**src/rtl/ps2_rx_frame.sv**
```systemverilog
`default_nettype none
// +-----------------------------------------------------------------------+
// | ps2_rx_frame: PS/2 device-to-host frame receiver. Conditions ps2c/ps2d, |
// | deserialises start/8 data/odd parity/stop, flags errors. Rev 1.0       |
// +-----------------------------------------------------------------------+
module ps2_rx_frame #(
  parameter int FILTER_LEN  = 8,
  parameter int TIMEOUT_CYC = 5000
) (
  input  logic       clk,
  input  logic       rst_n,
  input  logic       ps2c,
  input  logic       ps2d,
  input  logic       rx_en,
  output logic [7:0] dout,
  output logic       rx_done,
  output logic       parity_err,
  output logic       frame_err
);
  localparam int            TW      = (TIMEOUT_CYC > 1) ? $clog2(TIMEOUT_CYC) : 1;
  localparam logic [TW-1:0] TO_LAST = TW'(TIMEOUT_CYC - 1);

  localparam logic [1:0] ST_IDLE   = 2'd0;
  localparam logic [1:0] ST_DATA   = 2'd1;
  localparam logic [1:0] ST_PARITY = 2'd2;
  localparam logic [1:0] ST_STOP   = 2'd3;

  logic                  c_meta_q, c_s_q, d_meta_q, d_s_q;
  logic [FILTER_LEN-1:0] filt_q, filt_d;
  logic                  c_f_q, c_f_d, c_f_dly_q;
  logic                  fall, timeout;
  logic [1:0]            state_q, state_d;
  logic [2:0]            bit_cnt_q, bit_cnt_d;
  logic [7:0]            sh_q, sh_d, dout_q, dout_d;
  logic                  par_q, par_d;
  logic [TW-1:0]         tmo_q, tmo_d;
  logic                  rx_done_q, rx_done_d;
  logic                  parity_err_q, parity_err_d;
  logic                  frame_err_q, frame_err_d;

  // Front end resets to the idle-high line level so release never fakes a fall.
  always_ff @(posedge clk or negedge rst_n) begin
    if (!rst_n) begin
      c_meta_q  <= 1'b1;
      c_s_q     <= 1'b1;
      d_meta_q  <= 1'b1;
      d_s_q     <= 1'b1;
      filt_q    <= '1;
      c_f_q     <= 1'b1;
      c_f_dly_q <= 1'b1;
    end else begin
      c_meta_q  <= ps2c;
      c_s_q     <= c_meta_q;
      d_meta_q  <= ps2d;
      d_s_q     <= d_meta_q;
      filt_q    <= filt_d;
      c_f_q     <= c_f_d;
      c_f_dly_q <= c_f_q;
    end
  end

  always_comb begin
    filt_d = {filt_q[FILTER_LEN-2:0], c_s_q};
    c_f_d  = c_f_q;
    if (&filt_q)       c_f_d = 1'b1;
    else if (~|filt_q) c_f_d = 1'b0;
  end

  assign fall    = c_f_dly_q & ~c_f_q;
  assign timeout = (state_q != ST_IDLE) && !fall && (tmo_q == TO_LAST);

  always_ff @(posedge clk or negedge rst_n) begin
    if (!rst_n) begin
      state_q      <= ST_IDLE;
      bit_cnt_q    <= '0;
      sh_q         <= '0;
      par_q        <= 1'b0;
      tmo_q        <= '0;
      dout_q       <= '0;
      rx_done_q    <= 1'b0;
      parity_err_q <= 1'b0;
      frame_err_q  <= 1'b0;
    end else begin
      state_q      <= state_d;
      bit_cnt_q    <= bit_cnt_d;
      sh_q         <= sh_d;
      par_q        <= par_d;
      tmo_q        <= tmo_d;
      dout_q       <= dout_d;
      rx_done_q    <= rx_done_d;
      parity_err_q <= parity_err_d;
      frame_err_q  <= frame_err_d;
    end
  end

  always_comb begin
    state_d   = state_q;
    bit_cnt_d = bit_cnt_q;
    sh_d      = sh_q;
    par_d     = par_q;
    tmo_d     = tmo_q + TW'(1);
    if (state_q == ST_IDLE || fall) tmo_d = '0;
    else if (timeout) begin
      tmo_d   = '0;
      state_d = ST_IDLE;
    end
    if (fall) begin
      case (state_q)
        ST_IDLE: begin
          // rx_en only gates the start bit; a frame already underway completes.
          if (rx_en && !d_s_q) begin
            state_d   = ST_DATA;
            bit_cnt_d = '0;
          end
        end
        ST_DATA: begin
          sh_d      = {d_s_q, sh_q[7:1]};
          bit_cnt_d = bit_cnt_q + 3'd1;
          if (bit_cnt_q == 3'd7) state_d = ST_PARITY;
        end
        ST_PARITY: begin
          par_d   = d_s_q;
          state_d = ST_STOP;
        end
        default: state_d = ST_IDLE;
      endcase
    end
  end

  always_comb begin
    dout_d       = dout_q;
    rx_done_d    = 1'b0;
    parity_err_d = 1'b0;
    frame_err_d  = 1'b0;
    if (fall && state_q == ST_STOP) begin
      dout_d       = sh_q;
      rx_done_d    = 1'b1;
      parity_err_d = ~(^{sh_q, par_q});
      frame_err_d  = ~d_s_q;
    end else if (timeout) begin
      frame_err_d  = 1'b1;
    end
  end

  assign dout       = dout_q;
  assign rx_done    = rx_done_q;
  assign parity_err = parity_err_q;
  assign frame_err  = frame_err_q;

endmodule
`default_nettype wire

```
**config.mk**
```make
export PLATFORM = sky130hd
export DESIGN_NAME = ps2_rx_frame
export DESIGN_NICKNAME = d
export VERILOG_FILES = /design/src/rtl/ps2_rx_frame.sv
export SDC_FILE = /design/constraint.sdc
export NUM_CORES = 1
export LEC_CHECK = 0
export BUFFER_PORTS_ARGS = -buffer_cell sky130_fd_sc_hd__buf_2
export CORE_MARGIN = 2
export CORE_UTILIZATION = 57
export CTS_BUF_LIST = sky130_fd_sc_hd__clkbuf_4 sky130_fd_sc_hd__clkbuf_8
export CTS_CLUSTER_SIZE = 14
export DETAILED_ROUTE_END_ITERATION = 12
export MAX_ROUTING_LAYER = met4
export PLACE_DENSITY = 0.75
export SYNTH_ARGS = -nofsm -noshare
export SYNTH_HDL_FRONTEND = slang
export SYNTH_SLANG_ARGS = --single-unit
```
**constraint.sdc**
```tcl
create_clock -name clk -period 3.6 [get_ports clk]
set_input_delay 0.36 -clock clk [delete_from_list [all_inputs] [get_ports clk]]
set_output_delay 0.36 -clock clk [all_outputs]
set_load 0.03 [all_outputs]
```
# [After elaboration in Yosys (flattened, before gate mapping)]
# Index checks and enable logic that the tools add are counted.
[word_totals] mem_count=0 reg_bits=52 word_cells=61 romBits=0 ram_bits=0 latchBits=0
[classes] reduce_logical=16 n_lt_le_gt_ge=0 n_addsub=2 shifts=0 mux=16 n_eq_ne=7 bitwise_logic=4 multipliers=0 div_mod_pow=0
[op_table] operator="2-to-1 mux 13 bit" n=2
[op_table] operator="adder 13 x 1 -> 13 bit, second input constant" n=1
[op_table] operator="== test 13 bit, second input constant" n=1
[op_table] operator="2-to-1 mux 2 bit" n=5
[op_table] operator="parity 9 bit" n=1
[op_table] operator="AND reduction 8 bit" n=1
[op_table] operator="OR reduction 8 bit" n=1
[op_table] operator="2-to-1 mux 1 bit" n=6
[op_table] operator="one-hot mux 2 bit (3 select lines)" n=1
[op_table] operator="one-hot mux 3 bit (2 select lines)" n=1
[op_table] operator="== test 2 bit, second input constant" n=2
[op_table] operator="logical AND 1 bit" n=4
[op_table] operator="AND reduction 2 bit" n=2
[op_table] operator="nonzero test 2 bit" n=2
[op_table] operator="adder 3 x 1 -> 3 bit, second input constant" n=1
[op_table] operator="== test 3 bit, second input constant" n=1
[op_table] operator="2-to-1 mux 3 bit" n=1
[op_table] operator="NOT 1 bit" n=3
[op_table] operator="AND reduction 3 bit" n=1
[op_table] operator="== test 2 x 1 -> 1 bit, second input constant" n=1
[op_table] operator="zero test 1 bit" n=2
[op_table] operator="zero test 2 bit" n=1
[op_table] operator="inequality test 2 x 1 -> 1 bit, second input constant" n=1
[op_table] operator="inequality test 2 bit, second input constant" n=1
[op_table] operator="2 further kinds" n=2

# [Logic depth before layout (Yosys ltp)]
# Gate-level depths: netlist (run 1).
[logic_depth] word_depth=10 mapped_depth=6

# [Worst setup path before layout (run 1)]
# Ideal clock, no wire load.
[synth_path] kind="reg2reg" startpoint="register tmo_q[0]" endpoint="register tmo_q[10]" n_path_buf=1 slack_ps=2036 path_stages_with_launch=7 required_time_ps=3481 arrival_ps=1445 cell_sequence="dfrtp_1 -> ha_1 -> nand4_1 -> or4_4 -> o21bai_4 -> buf_6 -> nor2_1"
[synth_via] elab_chain_len=4 elab_cells_between_ends=5 classes_between="add/sub: 1; eq/ne: 1; mux: 2; reduce/logical: 1"
[synth_rtl] item="start: declaration" line="36" rtl="logic [TW-1:0] tmo_q, tmo_d;"
[synth_rtl] item="start signal: assignment" line="88" rtl="tmo_q <= tmo_d;"
[synth_rtl] item="branches (longest 2 deep; another with adder 13 x 1 -> 13 bit)"
[synth_rtl] item="2-to-1 mux 13 bit (*)" line="103" rtl="else if (timeout) begin"
[synth_rtl] item="2-to-1 mux 13 bit (*)" line="102" rtl="if (state_q == ST_IDLE || fall) tmo_d = '0;"
[synth_rtl] item="named net tmo_d[10]" line="36"
# Mark *: on every way through the listed nets, which the timed path passes.
# A chain may end at the register's enable or synchronous reset.

# [Worst setup path in the final report (run 1)]
[layout_path] startpoint="register c_f_dly_q" endpoint="register sh_q[5]"
[layout_via] elab_chain_len=2
[layout_rtl] item="start: declaration" line="30" rtl="logic c_f_q, c_f_d, c_f_dly_q;"
[layout_rtl] item="start signal: assignment" line="58" rtl="c_f_dly_q <= c_f_q;"
[layout_rtl] item="AND 1 bit" line="69" rtl="assign fall = c_f_dly_q & ~c_f_q;"
[layout_rtl] item="AND reduction 2 bit (no line)"
[layout_rtl] item="end signal: assignment" line="76" rtl="sh_q <= '0;"
[layout_rtl] item="end signal: assignment" line="86" rtl="sh_q <= sh_d;"
[layout_rtl] item="end: declaration" line="34" rtl="logic [7:0] sh_q, sh_d, dout_q, dout_d;"
# No other way between the ends.

==> metrics list, run 1 <==
- Total setup buffers inserted after CTS: 0
* Cell Chain, Critical Path: nand3b_1 > nor2_1 > mux2_2
* Critical path buffers and inverters: 0
* Overflow after GRT: 0
- The total area inside the core boundary comes to 0.003606 sq mm.
* Detailed-routed wire length on met2: 1587 um
- Number of antenna violations at the first check in global routing: 0
- Overall die area: 0.004222 sq mm
* CP top delay family: simple AND/OR/NAND/NOR gates
- Minimum clock period: 1826 ps
* Result of the run: completed
- Hold violation total from the final report: 0
- The clock reaches the later pin of the worst-skew pair after 310 ps.
- Die Span Y: 64.98 um
* # fillers: 297
- Worst Setup Slack post-DPL: 1792 ps
* Aggregate routed wire length: 3300 um
* Data required, critical path: 3800 ps
- Register bit total from synthesis: 52
- Clock slew at the register clock pins of the worst setup and hold paths: 90 ps
- The critical path is of the reg -> reg type.
* Horizontal extent of the die: 64.98 um
* Worst clock skew on the final layout: 10.80 ps
- The first TritonRoute pass finished after 4 iterations.
- Largest fanout on the critical path: 12
- Largest net degree at the start of global routing: 53
* Nets: 189
- Worst path arrival time: 2020 ps
- TritonCTS created 5 clock buffers.
- After routing, the total negative slack on setup checks comes to 0 ps.
- Endpoint of the worst-slack reg-to-reg timing path: sh_q[5]
- The worst setup path is launched from a flop.
* Final period util: 50.71%
- Total power for the finished layout comes to 1340 uW.
* IO Pins: 16
* Max Clock Freq: 0.5478 GHz
- Final hold analysis gives a worst-case slack of 153.8 ps.
- Once placement finished, the instance area stood at 0.002230 sq mm.
- Worst slew margin: 26.98%
- Synthesis produced a netlist with a net count of 171.
- Final instance area: 0.002311 sq mm
* Power per standard cell area: 580.0 mW/mm^2
- Cell with the largest stage delay on the worst path: sky130_fd_sc_hd__nor2_1
- Setup violators final: 0
- For this block, the via count after detailed routing is 1265.
- RSZ-0062 raised after global routing: no
- The wire-length estimate of the detail-placed layout is 2258 um.
- Max Transition Viols Final: 0
- The worst-case IR drop observed on VDD is 0.3622 mV.
- The first routing iteration left 61 violations.
- Tightest Hold Check Type: in -> reg
* Post-synthesis average cell area: 13.00 sq um
- In this run, distinct cell masters in the synthesized netlist total 29.
- The worst setup path is captured at a flop.
* Wire length on met3: 177 um
- For this run, design rule violations remaining after detail routing come to 0.
- Dividing the detail-routed wire length by the instance count gives 14.41 um.
* Worst Reg2Reg Path Length in Cells: 3
- Post-CTS sizing: 0
- The startpoint identified for the worst register-to-register timing path is c_f_dly_q.
- CTS placed an instance of sky130_fd_sc_hd__clkbuf_8 at the clock tree root.
* Share of synthesized area occupied by flip-flops and latches: 62.22%
- First-pass GRT wire length: 5671 um
- Counting buffers and inverters, the worst setup path is 3 cells deep.
- Cell area after synthesis: 0.002120 sq mm
- Final ANT Viol Nets: 0
* Post-synthesis to final-layout area growth: 9.032%
- Total of hold buffers inserted after clock tree synthesis: 0
* Yosys Warn Count: 0
- Once the floorplan was initialized, standard cells occupied 58.78% of the core.
- Critical Path Max Stage Delay: 690 ps
- The clock tree synthesis step divided the H-tree into 2 levels.
- Maximum number of buffers from clock root to sink: 2
- Of the cells placed in the final design, the portion with a size suffix greater than 1 is 32.04%.
- Port buffer count: 15
- End of the worst hold path: c_meta_q
- The congestion estimate from routability-driven global placement came to 0.8104.
* Overall global routing resource usage: 19.11%
- Synthesized instance count: 163
- Max-cap viol count: 0
- The setup check on the worst reg-to-reg path leaves a slack of 1770 ps.
* Top Layer Used: met4
* WL met1: 1458 um
- Dividing the detail-routed via count by the number of cells gives 5.524.
- The number of global-route vias before repair came to 1219.
- Worst Tran Pin Value: 1095 ps
- The tree built by TritonCTS fans out to 52 sinks.
- After layout, the worst setup slack is 1774 ps.
* Min-Delay Path Depth: 1
* Placement Rows: 22
- The most critical setup path has its startpoint at c_f_dly_q.
* Count of antenna diodes in the layout: 0
* Clock tree from TritonCTS: built
- The analysis attributes to cell leakage a power of 0.001070 uW.
- Hold Path Origin: ps2c
-- final cells by class --
cell class	instances	area, sq um	area share (%)
multi-input cells	102	757.0	32.76
inverters	5	18.77	0.8121
well taps	48	60.06	2.599
repair buffers	15	75.07	3.249
clock inverters	1	5.005	0.2166
flip-flops and latches	52	1319	57.07
clock buffers	6	76.32	3.303
-- cells by family (layout without fill, tap and decap cells) --
logic type | after synthesis | in the layout | share of synthesized area [%]
AOI/OAI and AO/OA | 12 | 12 | 4.192
xor gates and xnor gates | 18 | 18 | 8.088
adders and majority gates | 3 | 3 | 1.771
buffers and inverters | 9 | 27 | 2.066
DFF | 52 | 52 | 62.22
muxes | 18 | 18 | 9.563
and+or+nand+nor | 51 | 51 | 12.10
-- stage by stage --
step	cells	util, %
after floorplan	163	-
after global placement	222	61.83
after detailed placement	222	61.83
after CTS	229	64.09
after global routing	229	64.09
final	229	64.09
-- placed cells by master (no fill, tap or decap), types with 2 or more instances in the layout --
cell | synthesis | layout
sky130_fd_sc_hd__a22o_1 | 2 | 2
sky130_fd_sc_hd__buf_2 | 2 | 15
sky130_fd_sc_hd__clkbuf_8 | 0 | 5
sky130_fd_sc_hd__dfrtp_1 | 38 | 38
sky130_fd_sc_hd__dfstp_2 | 14 | 14
sky130_fd_sc_hd__ha_1 | 3 | 3
sky130_fd_sc_hd__inv_1 | 5 | 5
sky130_fd_sc_hd__mux2_2 | 18 | 18
sky130_fd_sc_hd__nand2_1 | 7 | 7
sky130_fd_sc_hd__nand3_1 | 6 | 6
sky130_fd_sc_hd__nand3b_1 | 2 | 2
sky130_fd_sc_hd__nand4_1 | 3 | 3
sky130_fd_sc_hd__nor2_1 | 21 | 21
sky130_fd_sc_hd__nor2b_1 | 2 | 2
sky130_fd_sc_hd__nor3_1 | 2 | 2
sky130_fd_sc_hd__nor4_1 | 3 | 3
sky130_fd_sc_hd__o21ai_0 | 6 | 6
sky130_fd_sc_hd__or4_4 | 2 | 2
sky130_fd_sc_hd__xnor2_1 | 14 | 14
sky130_fd_sc_hd__xor2_1 | 3 | 3
-- synth_stat cells --
master	n	area, sq um
sky130_fd_sc_hd__clkbuf_1	1	3.750
sky130_fd_sc_hd__nor3_2	1	10.01
sky130_fd_sc_hd__xnor2_1	14	122.6
sky130_fd_sc_hd__inv_1	5	18.77
sky130_fd_sc_hd__xnor3_1	1	22.52
sky130_fd_sc_hd__o21ai_0	6	30.03
sky130_fd_sc_hd__nand4_1	3	18.77
sky130_fd_sc_hd__dfstp_2	14	367.9
sky130_fd_sc_hd__nor2b_1	2	12.51
sky130_fd_sc_hd__o21bai_4	1	18.77
sky130_fd_sc_hd__nor4_1	3	18.77
sky130_fd_sc_hd__nand3_1	6	30.03
sky130_fd_sc_hd__nor3_1	2	10.01
sky130_fd_sc_hd__nor2_1	21	78.83
sky130_fd_sc_hd__o21bai_1	1	7.510
sky130_fd_sc_hd__a22o_1	2	17.52
sky130_fd_sc_hd__dfrtp_1	38	950.9
sky130_fd_sc_hd__ha_1	3	37.54
sky130_fd_sc_hd__nand3b_1	2	15.01
sky130_fd_sc_hd__nand2b_1	1	6.260
sky130_fd_sc_hd__o41ai_1	1	8.760
sky130_fd_sc_hd__buf_6	1	11.26
sky130_fd_sc_hd__buf_2	2	10.01
sky130_fd_sc_hd__o22ai_1	1	6.260
sky130_fd_sc_hd__xor2_1	3	26.28
sky130_fd_sc_hd__or4_4	2	22.52
sky130_fd_sc_hd__nand2_1	7	26.28
sky130_fd_sc_hd__or4_1	1	7.510
sky130_fd_sc_hd__mux2_2	18	202.7
-- routing by layer --
layer  track usage (%)  up-vias
li1                  -      596
met1             23.26      632
met2             28.61       32
met3             5.903        5
met4             10.37        0
met5                 -        -
-- power breakdown --
group / total, uW / internal, uW / switching, uW / leakage [uW]
registers: 758 / 674 / 83.8 / 0.000653
logic: 269 / 150 / 120 / 0.000372
clock network: 313 / 140 / 173 / 0.0000445
total: 1340 / 964 / 377 / 0.00107
-- worst reg2reg max path, stage by stage, from the launching register on --
cell	delay (ps)
sky130_fd_sc_hd__dfstp_2	540
sky130_fd_sc_hd__nand3b_1	80
sky130_fd_sc_hd__nor2_1	690
sky130_fd_sc_hd__mux2_2	420
-- worst max-delay path by stage --
| stage | to | slack (ps) |
|---|---|---|
| after CTS | sh_q[7] | 1790 |
| after global routing | sh_q[4] | 1600 |
| final | sh_q[5] | 1770 |
| after global placement | sh_q[0] | 1860 |
| after floorplan | tmo_q[10] | 2040 |
| after detailed placement | sh_q[7] | 1790 |
-- state kept, by name, summed over array words and instances (netlist names), 2 cells and up --
| register | count |
|---|---|
| bit_cnt_q | 3 |
| dout | 8 |
| filt_q | 8 |
| sh_q | 8 |
| state_q | 2 |
| tmo_q | 13 |
Power figures use the tool's default switching activity.
==> run 2: changes to the inputs <==
- clock period: 3.6 -> 1.7 ns (I/O delays scaled with it)
==> metrics list, run 2 (synthesis results as in run 1) <==
- Worst skew pair latency: 310 ps
* Max Clock Freq: 0.6278 GHz
- In this run, CTS created clock tree buffers numbering 5.
- Hold violation total from the final report: 0
- Final ANT Viol Nets: 0
- Minimum clock period: 1593 ps
- Entering global routing, the biggest net connects 24 pins.
- Total core area: 0.003606 sq mm
* Number of vias per cell after detailed routing: 5.235
- IR analysis of the VDD net gives a maximum drop of 0.6588 mV.
- For this design, the sink count on the clock tree is 52.
* Number of instances in the placed design: 227
- Once the floorplan was initialized, standard cells occupied 58.78% of the core.
* Vias in the first global route: 1375
* RSZ-0062 raised after global routing: yes
- Total leakage power: 0.001116 uW
- In this run the critical register-to-register path is captured at tmo_q[12].
- From left edge to right edge, the die measures 64.98 um.
* Count of antenna diodes in the layout: 0
- Post-route DRC violation count: 0
* Via Count: 1246
- Cell Chain, Critical Path: ha_2 > nand4_1 > or4_4 > o21bai_4 > nor2_1
- Global routing used 19.47% of the available tracks.
- Worst Reg2Reg Path Length in Cells: 5
- Dividing the detail-routed wire length by the instance count gives 13.78 um.
* Max FFs per register: 13
- Worst slew margin: 68.88%
- Fraction of layout cells with a size suffix above 1: 34.21%
- Routability-driven placement finished with a final weighted congestion of 0.8275.
- R2r setup slk: 110 ps
- The number of max-slew violations in the final report is 0.
- At the pin with the least slew margin, the transition time is 466.8 ps.
- After global routing the overflow that remains totals 0.
- The count of buffers added on input and output ports is 15.
- The worst hold path belongs to the class in -> async.
- The die covers 0.004222 sq mm.
* Leading cell type in the layout, fill and taps excluded: sky130_fd_sc_hd__dfrtp_1
- Commonest non-fill, non-tap cells in the layout: sky130_fd_sc_hd__dfrtp_1 (38), sky130_fd_sc_hd__nor2_1 (21), sky130_fd_sc_hd__mux2_2 (18)
- The H-tree was split into 2 levels.
- Maximum number of buffers from clock root to sink: 2
* Final period util: 93.70%
- Clock tree from TritonCTS: built
- The first global-routing pass estimated 6085 um of wire.
* Aggregate routed wire length: 3279 um
* Root buffer cell: sky130_fd_sc_hd__clkbuf_8
* Sort of element at the start of the critical path: flop
- Setup violators final: 0
- Clock slew at the register clock pins of the worst setup and hold paths: 100 ps
* Largest fanout on the critical path: 12
- Power per standard cell area: 1264 mW/mm^2
* Category of the critical setup timing path: reg -> reg
* Post-layout instance count excluding filler cells: 238
- Data required, critical path: 1890 ps
* Tightest hold margin: 332.8 ps
- The number of antenna violations at the first check in global routing came to 0.
- IO Pins: 16
- Register with the most flip-flops: tmo_q
- The clock arrives with 9.149 ps of skew.
* Critical Path Max Stage Delay: 450 ps
- After legalization and detailed placement, the total HPWL measured 2374 um.
- The final layout contains 197 nets.
* Placement Rows: 22
* Post-synthesis to final-layout area growth: 13.93%
* Cell with the largest stage delay on the worst path: sky130_fd_sc_hd__or4_4
* Die Span Y: 64.98 um
- Drt pass-1 iters: 4
- Max-cap viol count: 0
- Post-CTS timing repair inserted 0 buffers for setup.
* Result of the run: completed
* Detailed Route Iter0 Violations: 82
* CP Capture Type: flop
* Worst path arrival time: 1780 ps
- In this run the critical register-to-register path is launched from tmo_q[0].
==> run 2: worst max-delay path by stage <==
stage | start | endpoint | slack (ps) | cells past startpoint
final | tmo_q[0] | tmo_q[12] | 110 | 5
after global routing | tmo_q[0] | tmo_q[6] | -20 | 5
after CTS | tmo_q[0] | tmo_q[10] | 70 | 5
after detailed placement | tmo_q[0] | tmo_q[10] | 70 | 5
after global placement | tmo_q[0] | tmo_q[8] | 140 | 5
after floorplan | tmo_q[0] | tmo_q[10] | 140 | 6
==> run 2: cell type report <==
class,instances,area (sq um)
sequential,52,1319
clock buffer,5,68.82
timing repair buffer,23,142.6
inverter,5,18.77
tap,48,60.06
multi-input combinational,102,759.5
clock inverter,3,46.29
fill,271,1191
==> run 2: critical path: cells and delay by family, from the launching register on <==
family / cells / cell delay, ps
compound gates: 1 / 280
simple gates: 3 / 630
flops: 1 / 380
fa+ha+maj: 1 / 180
==> run 2: through the flow <==
step                      power [uW]  TNS (ps)  instance area (sq um)  setup slack, ps  util [%]
after floorplan                 2063         0                   2120            136.2         -
after global placement          2180         0                   2267            136.4     62.87
after detailed placement        2219         0                   2267            73.51     62.87
after CTS                       3081         0                   2412            70.58     66.90
after global routing            3255    -73.35                   2415           -19.23     66.97
final                           3052         0                   2415            107.1     66.97
==> run 2: metal layers <==
layer | track usage, % | up-vias | part of all wire [%]
met5 | - | - | 0
met4 | 6.117 | 0 | 1.3
met3 | 5.729 | 5 | 3.8
met2 | 31.70 | 19 | 50
met1 | 23.53 | 615 | 45
li1 | - | 607 | -
==> run 2: what timing repair did <==
item                                    in CTS  in global routing
resized for setup                            0                  1
hold endpoints to repair                     9                  0
hold buffers                                 3                  0
endpoints found under the setup margin       0                 13
==> run 2: power breakdown <==
group          total, uW  switching [uW]  internal (uW)  leakage, uW
Combinational        590             251            339     0.000408
Sequential          1610             183           1430     0.000653
Clock                852             408            443    0.0000548
==> run 3: changes to the inputs <==
- CORE_ASPECT_RATIO: not set -> 0.7
- CTS_BUF_LIST: sky130_fd_sc_hd__clkbuf_4 sky130_fd_sc_hd__clkbuf_8 -> not set
==> metrics list, run 3 (synthesis results as in run 1) <==
- The number of antenna diodes in the final layout is 0.
- Cell Chain, Critical Path: ha_1 > nand4_1 > or4_4 > nor3_4 > o21ai_0
- Multi-input logic area: 782.0 sq um
- The clock arrives with 2.735 ps of skew.
* Max Transition Viols Final: 0
- Critical register-to-register path startpoint: tmo_q[0]
* Category of the critical setup timing path: reg -> reg
* Number of antenna violations at the first check in global routing: 0
- Counting the buffers created by CTS gives 5.
* Max Clock Freq: 0.6189 GHz
- At the pin with the least slew margin, the transition time is 700.5 ps.
- Switching part of the total: 29.76%
* Area of all sequential standard cells: 0.001319 sq mm
- Total leakage power: 0.001125 uW
- Die Span Y: 55.02 um
* Setup ws final: 84.27 ps
- In this run, the combinational gates consume 22.5% of the power.
- Minimum clock period: 1616 ps
- The later pin in the worst-skew pair is clocked with a latency of 300 ps.
- Setup repair after global routing could not meet its margin everywhere.
- The H-tree was split into 2 levels.
- Summing all placed instances gives a cell area of 0.002275 sq mm.
* Root buffer cell: sky130_fd_sc_hd__clkbuf_8
- The final hold violation count was 0.
- The largest single stage delay on the critical path is 490 ps.
* Power per standard cell area: 1238 mW/mm^2
* Tightest Hold Check Type: in -> async
- Prior to clock tree synthesis, the placed netlist has a worst setup slack of 38.49 ps.
- Result of the run: completed
* Maximum number of buffers from clock root to sink: 2
* Max FFs per register: 13
- The analysis attributes to net switching a power of 895.2 uW.
- The region available for standard cell placement spans 0.003536 sq mm.
- Row generation in the floorplan step produced 18 rows.
* First-pass GRT wire length: 6320 um
* Setup TNS: 0 ps
- Worst path arrival time: 1800 ps
* Setup violators final: 0
- For this run, design rule violations remaining after detail routing come to 0.
* Final ANT Viol Nets: 0
- At the worst endpoint, the required time is 1890 ps.
- Final GP Congestion: 0.8267
* Detailed Route Iter0 Violations: 106
- Largest fanout on the critical path: 3
- Drt pass-1 iters: 4
- Of the cells placed in the final design, the portion with a size suffix greater than 1 is 34.03%.
- Port buffer count: 15
- Sequential share of power: 53.7%
* Endpoint of the worst-slack reg-to-reg timing path: state_q[1]
- Overflow after GRT: 0
- The number of cells on the worst reg-to-reg path is 5.
- For this run, the total global-route usage over all layers was measured as 20.86%.
* Largest net degree at the start of global routing: 32
* Worst slew margin: 52.81%
- Summed over all layers, the routed wires come to 3723 um.
* Nets: 198
- Internal power summed over all cells: 2112 uW
- The floorplan step set the die width to 76.89 um.
* Core Util, Final: 68.72%
* R2r setup slk: 80 ps
- Summing over every cut layer, the via total after detailed routing is 1300.
- Using the TritonRoute via totals, the vias-per-cell ratio works out to 5.394.
* Clock slew at the register clock pins of the worst setup and hold paths: 90 ps
- STA classifies the critical path startpoint as a flop.
- Wire per inst: 15.45 um
- Across all hold checks on the routed design, the worst slack comes to 359.9 ps.
- The clock drives 52 sinks.
- STA classifies the critical path endpoint as a flop.
- Final period util: 95.04%
- Register with the most flip-flops: tmo_q
* # fillers: 251
- Max-cap violations in this run came to 0.
- TritonCTS built the clock tree.
* Clock share of power: 23.8%
- The largest individual stage delay along the critical path comes from the cell sky130_fd_sc_hd__or4_4.
- IO Pins: 16
- Leading cell type in the layout, fill and taps excluded: sky130_fd_sc_hd__dfrtp_1
- Relative to the synthesized area, the layout overhead comes to 14.64%.
- The most critical setup path has its startpoint at tmo_q[0].
* Initial core utilization: 59.94%
- Commonest non-fill, non-tap cells in the layout: sky130_fd_sc_hd__dfrtp_1 (38), sky130_fd_sc_hd__nor2_1 (21), sky130_fd_sc_hd__mux2_2 (18)
- The die covers 0.004230 sq mm.
- Across the VDD grid, the largest voltage drop is 0.9441 mV.
- The number of global-route vias before repair was 1320.
* HPWL after detailed placement: 2598 um
* Critical path capture point: state_q[1]
- The finished cells cover 0.002430 sq mm.
==> run 3: changes by cell type in the layout (fill, tap and decap cells not counted) <==
cell and change:
sky130_fd_sc_hd__clkinv_2 +2, sky130_fd_sc_hd__ha_1 +1, sky130_fd_sc_hd__buf_4 -1, sky130_fd_sc_hd__clkbuf_8 +1
sky130_fd_sc_hd__clkinvlp_4 -1, sky130_fd_sc_hd__inv_6 -1, sky130_fd_sc_hd__nor3_4 +1, sky130_fd_sc_hd__bufinv_16 -1
sky130_fd_sc_hd__o21bai_4 +1, sky130_fd_sc_hd__buf_12 +1, sky130_fd_sc_hd__nor3_2 -1, sky130_fd_sc_hd__ha_2 -1
==> run 3: per-layer routing <==
metal,track usage (%),up-vias,wire length [um]
li1,-,614,-
met1,26.05,640,1754
met4,8.788,0,63
met2,33.63,38,1734
met3,5.357,8,171
met5,-,-,0
==> run 3: stage by stage <==
stage                     power [uW]  cells
after floorplan                 2063    163
after global placement          2192    228
after detailed placement        2264    228
after CTS                       2984    239
after global routing            3171    241
final                           3008    241
==> run 3: final cells by class <==
cell class / count / share of cell area (%)
clock buffer: 6 / 3.399
clock inverter: 2 / 0.4119
inverter: 5 / 0.7724
multi-input combinational: 103 / 32.18
sequential: 52 / 54.27
tap: 50 / 2.575
timing repair buffer: 23 / 6.385
==> run 3: repair_timing <==
| action | in CTS | in global routing |
|---|---|---|
| hold endpoints to repair | 22 | 0 |
| setup buffers | 0 | 1 |
| gates resized for setup | 0 | 2 |
| setup endpoints to repair | 0 | 15 |
| hold buffers | 3 | 0 |
==> run 3: worst min path at each step <==
stage                   from      endpoint  cells past startpoint
detailed placement     rst_n       sh_q[4]                      1
CTS                 d_meta_q         d_s_q                      0
global placement       rst_n       dout[4]                      1
floorplan              rst_n  bit_cnt_q[0]                      0
global route        c_meta_q         c_s_q                      0
finish                 rst_n       sh_q[3]                      2
==> run 3: power by group through the flow <==
stage               sequential, uW  clock (uW)  combinational, uW
finish                        1620         715                677
CTS                           1620         728                638
global placement              1620           0                577
global route                  1640         778                750
detailed placement            1640           0                626
floorplan                     1580           0                482
==> run 3: worst max-delay path: cells and delay by family (launching register included) <==
family                     cells  cell delay, ps
DFF                            1             380
AOI/OAI and AO/OA              1             110
and+or+nand+nor                3             810
adders and majority gates      1             200
